--- src/rtl/fetch_unit.sv ---
// fetch_unit: program counter, credit-limited imem requests and
// a small instruction queue feeding decode, with redirect flush.
module fetch_unit #(
    parameter logic [31:0] RESET_PC    = 32'h0000_0000,
    parameter int unsigned QUEUE_DEPTH = 2
) (
    input  logic        clk,
    input  logic        rst,
    output logic        imem_req_valid,
    output logic [31:0] imem_req_addr,
    input  logic        imem_req_ready,
    input  logic        imem_resp_valid,
    input  logic [31:0] imem_resp_data,
    input  logic        redirect_valid,
    input  logic [31:0] redirect_pc,
    output logic        inst_valid,
    output logic [31:0] inst_encoding,
    output logic [31:0] inst_pc,
    input  logic        inst_ready
);

    localparam int unsigned CW = $clog2(QUEUE_DEPTH) + 2;
    localparam int unsigned DW = CW + 1;
    localparam int unsigned PW =
        (QUEUE_DEPTH > 1) ? $clog2(QUEUE_DEPTH) : 1;
    localparam logic [DW-1:0] DEPTH = DW'(QUEUE_DEPTH);
    localparam logic [PW-1:0] LAST  = PW'(QUEUE_DEPTH - 1);
    localparam logic [31:0]   NOP   = 32'h0000_0013;

    typedef struct packed {
        logic [31:0] enc;
        logic [31:0] pc;
    } entry_t;

    entry_t        slots [QUEUE_DEPTH];
    logic [PW-1:0] head;
    logic [PW-1:0] tail;
    logic [CW-1:0] count;
    logic [CW-1:0] live;
    logic [CW-1:0] drop;
    logic [31:0]   fetch_pc;
    logic [31:0]   resp_pc;

    logic [DW-1:0] inflight;
    logic [31:0]   target;
    logic          credit_ok;
    logic          req_fire;
    logic          resp_live;
    logic          resp_drop;
    logic          push;
    logic          pop;

    function automatic logic [PW-1:0] ptr_inc(
        input logic [PW-1:0] p
    );
        return (p == LAST) ? '0 : p + PW'(1);
    endfunction

    // Low two bits of the jump target are forced to zero.
    assign target = redirect_pc & 32'hFFFF_FFFC;

    // A request needs a free queue slot for every kept response.
    assign inflight  = {1'b0, count} + {1'b0, live};
    assign credit_ok = inflight < DEPTH;

    assign imem_req_valid = !rst && !redirect_valid && credit_ok;
    assign imem_req_addr  = fetch_pc;
    assign req_fire       = imem_req_valid && imem_req_ready;

    assign resp_drop = imem_resp_valid && (drop != '0);
    assign resp_live = imem_resp_valid && (drop == '0);

    // Redirect wins over any push or pop in its cycle.
    assign push = resp_live && !redirect_valid;
    assign inst_valid = !rst && (count != '0);
    assign pop  = inst_valid && inst_ready && !redirect_valid;

    assign inst_encoding = inst_valid ? slots[head].enc : NOP;
    assign inst_pc       = inst_valid ? slots[head].pc  : '0;

    // Queue payload storage; occupancy is tracked separately.
    always_ff @(posedge clk) begin
        if (!rst && push) begin
            slots[tail] <= '{enc: imem_resp_data, pc: resp_pc};
        end
    end

    // Queue pointers and occupancy.
    always_ff @(posedge clk) begin
        if (rst || redirect_valid) begin
            head  <= '0;
            tail  <= '0;
            count <= '0;
        end else begin
            if (push) begin
                tail <= ptr_inc(tail);
            end
            if (pop) begin
                head <= ptr_inc(head);
            end
            count <= count + CW'(push) - CW'(pop);
        end
    end

    // PCs and in-flight accounting for kept and discarded responses.
    always_ff @(posedge clk) begin
        if (rst) begin
            fetch_pc <= RESET_PC;
            resp_pc  <= RESET_PC;
            live     <= '0;
            drop     <= '0;
        end else if (redirect_valid) begin
            fetch_pc <= target;
            resp_pc  <= target;
            live     <= '0;
            drop     <= drop + live - CW'(imem_resp_valid);
        end else begin
            if (req_fire) begin
                fetch_pc <= fetch_pc + 32'd4;
            end
            if (resp_live) begin
                resp_pc <= resp_pc + 32'd4;
            end
            live <= live + CW'(req_fire) - CW'(resp_live);
            drop <= drop - CW'(resp_drop);
        end
    end

endmodule

--- config.mk ---
export PLATFORM = sky130hd
export DESIGN_NAME = fetch_unit
export DESIGN_NICKNAME = d
export VERILOG_FILES = /design/src/rtl/fetch_unit.sv
export SDC_FILE = /design/constraint.sdc
export NUM_CORES = 1
export LEC_CHECK = 0
export BUFFER_PORTS_ARGS = -buffer_cell sky130_fd_sc_hd__buf_2
export CORE_MARGIN = 10
export CORE_UTILIZATION = 51
export CTS_BUF_LIST = sky130_fd_sc_hd__clkbuf_4 sky130_fd_sc_hd__clkbuf_8
export DETAILED_ROUTE_END_ITERATION = 10
export GPL_TIMING_DRIVEN = 0
export HOLD_SLACK_MARGIN = 0.15
export PLACE_DENSITY_LB_ADDON = 0.1
export SYNTH_ARGS = -nofsm -noshare
export SYNTH_HDL_FRONTEND = slang
export SYNTH_SLANG_ARGS = --single-unit
--- constraint.sdc ---
create_clock -name clk -period 18.9 [get_ports clk]
set_clock_uncertainty 0.1 [all_clocks]
set_input_delay 0.945 -clock clk [delete_from_list [all_inputs] [get_ports clk]]
set_output_delay 0.945 -clock clk [all_outputs]
set_load 0.005 [all_outputs]
==> results by group <==
Clocking
  – Post-CTS setup buffer count: 0
  – Hold buffers post-CTS: 0
  – Root buffer cell: clkbuf_8
  – Clock sink count: 196
  – H-Tree Depth: 4
  – CTS tree: yes
  – Clk Latency, worst-skew pair: 470 ps
  – Clk buf depth: 2
  – Clock Pin Slew Worst Setup and Hold Paths: 100 ps
  – TritonCTS buffer count: 17
  – CTS resizes: 0

Drt
  – DRT Wirelength: 22900 um
  – Drt wl/cell: 19.3 um
  – Initial drt markers: 399
  – Residual DRC: 0
  – Vias: 6679
  – TritonRoute pass-1 iters: 5
  – Vias per inst: 5.63
  – Remaining antenna violation count: 0

Final layout
  – Total Nets Final: 1041
  – Ant. Diodes: 0
  – Non-filler cells, final: 1187
  – P&R area growth vs syn: 17.9%
  – Most common cell after layout, fill and taps aside: buf_2
  – Commonest cells after routing, fill and taps aside: 162 x buf_2, 124 x edfxtp_1, 95 x nor2_1, 72 x dfxtp_1, 63 x mux2i_1
  – Share of layout cells above drive strength 1: 0.222

Power and ir drop
  – Internal: 0.633 mW
  – Lkg Pwr: 3.79 nW
  – Sequential power share: 0.570
  – Total Power: 0.872 mW
  – VDD IR-drop max: 0.0000465 V
  – Sw Ratio: 0.274
  – Clock network fraction of design power: 0.309
  – Power Density: 84.5 nW/um2
  – Net Sw Power: 0.239 mW
  – Power share of the combinational group: 0.121

Logic synthesis
  – Synthesized area: 8760 um2
  – Seq/Total Area, Yosys: 0.590
  – Mean Syn Cell Area: 11.4 um2
  – Ys async rst share: 0
  – Number of synthesized register bits: 196
  – Synth area leader: edfxtp_1
  – Number of flops mapped to enable cells by yosys: 124
  – Leading post-synthesis cells by cell area: edfxtp_1 43%, dfxtp_1 16%, mux2i_1 7.2%, nor2_1 4.1%, xor2_1 2.3%
  – Mapped Cells: 766
  – Synth top area share: 0.425
  – Yosys Warn Count: 0
  – Predominant post-synthesis flop cell: edfxtp_1
  – Distinct cells, synth: 55

GRT
  – Initial antenna violation count: 0
  – Number of global-route vias before repair: 6631
  – Overflow after GRT: 0
  – All-Layer GR Usage: 0.200
  – First-pass GRT wire length: 35700 um
  – Largest net degree at the start of global routing: 63

Setup path
  – CP endpoint kind: primary output
  – CP max stage cell: a2111o_1
  – Crit path kind: flip-flop to primary output
  – Max stage delay on crit path: 540 ps
  – Crit path launch type: flip-flop
  – Worst path arrival time: 3070 ps
  – Critical Path RT: 17850 ps
  – Worst path cell trace: inv_1 -> fa_1 -> a311o_1 -> a2111o_1 -> inv_1 -> clkbuf_1 -> buf_2
  – CP max FO: 10
  – Crit-path most repeated cell: inv_1

Outcome
  – Status: finished clean

Floorplan
  – I/O pin count: 168
  – Height of the die: 151 um
  – Core area: 16700 um2
  – Die ar.: 22800 um2
  – Starting Density: 0.524
  – Cell row count: 47
  – Die W: 151 um

Placement
  – RePlAce Congestion: 0.935
  – Buffers on Ports: 161
  – Inst Count DP: 1155
  – Post-DP HPWL: 17200 um

STA
  – Fmax: 243 MHz
  – Final number of setup-violating endpoints: 0
  – Tcrit/Tclk final: 0.218
  – Total negative setup slack: 0 ps
  – Max_slew headroom: 0.309
  – Unrepaired setup endpoints after global routing: false
  – Slew Viols, Final: 0
  – Worst-Margin Slew: 1030 ps
  – Final count of hold timing violations: 0
  – Crit path time final: 4120 ps

Min path
  – Hold WC Path Type: flip-flop to flip-flop

Run
  – Max Cap Viol: 0
-- layout make-up --
class	count	area (um2)
flip-flops and latches	196	5160
plain buffers	44	181
multi-input cells	506	3350
clock buffers	17	234
well taps	220	275
clock inverters	15	169
fillers	1429	6380
inverters	23	86.3
repair buffers	166	866
-- worst paths after layout --
path            start              to  slack, ps  cells after the start
min              head            head        430                      2
min reg2reg      head            head        430                      2
max          count[1]  imem_req_valid      14780                      7
max reg2reg  count[1]         live[2]      15090                     14
-- power by group through the flow --
| stage | Combinational, mW | Sequential (mW) | Clock, mW |
|---|---|---|---|
| global placement | 0.100 | 0.507 | 0 |
| floorplan | 0.0656 | 0.502 | 0 |
| global route | 0.120 | 0.500 | 0.288 |
| finish | 0.106 | 0.497 | 0.269 |
| CTS | 0.107 | 0.497 | 0.273 |
| detailed placement | 0.106 | 0.506 | 0 |
-- worst max-delay path, delay by kind of cell (launching register included) --
kind                     cells  cell delay, ps
flip-flops                   1             410
adder cells (fa/ha/maj)      1             450
AO/OA/AOI/OAI                2             870
buffers and inverters        4             880
-- cell families after synthesis --
family,count (synthesis),synth area share
adder cells (fa/ha/maj),17,0.0277
AND/OR/NAND/NOR,267,0.149
other,1,0.000428
multiplexers,64,0.0733
AO/OA/AOI/OAI,114,0.0887
XOR/XNOR,40,0.0400
flip-flops,196,0.590
buffers and inverters,67,0.0306
-- through the flow --
step / setup WS [ps] / utilization / cell area [um2] / hold WS (ps)
2_1_floorplan: 12290 / - / 8770 / 345
3_3_place_gp: 9970 / 0.590 / 9850 / 383
3_5_place_dp: 14800 / 0.594 / 9920 / 404
4_1_cts: 14780 / 0.618 / 10300 / 426
5_1_grt: 14640 / 0.618 / 10300 / 435
6_report: 14780 / 0.618 / 10300 / 426
-- Yosys cell counts (4+ instances only) --
master / number
nor4_1: 6
a31oi_1: 14
edfxtp_1: 124
xor2_1: 23
nor2_1: 95
and2_1: 4
buf_4: 4
o21ai_0: 18
or2_2: 4
a21boi_0: 11
and3_1: 12
dfxtp_1: 72
ha_1: 13
fa_1: 4
nor3_1: 20
a21oi_1: 19
a211oi_1: 18
o21a_1: 7
and4_1: 5
inv_1: 20
nand4_1: 28
nand3_1: 22
o31a_1: 8
nand2_1: 44
or4_1: 6
mux2i_1: 63
clkbuf_1: 37
or3_1: 6
xnor2_1: 17
-- flip-flops by register name (all words and copies together), names as in the netlist, named ones only --
register,cells
tail,1
live,3
drop,3
count,3
imem_req_addr,30
resp_pc,30
slots,124
head,1
-- layer usage --
layer | wire [um] | vias to the layer above | GRT usage
met1 | 9970 | 3202 | 0.266
met5 | 0 | - | 0
met2 | 10700 | 263 | 0.316
li1 | - | 3197 | -
met3 | 2050 | 17 | 0.0570
met4 | 248 | 0 | 0.0544
(Power assumes the default switching activity.)
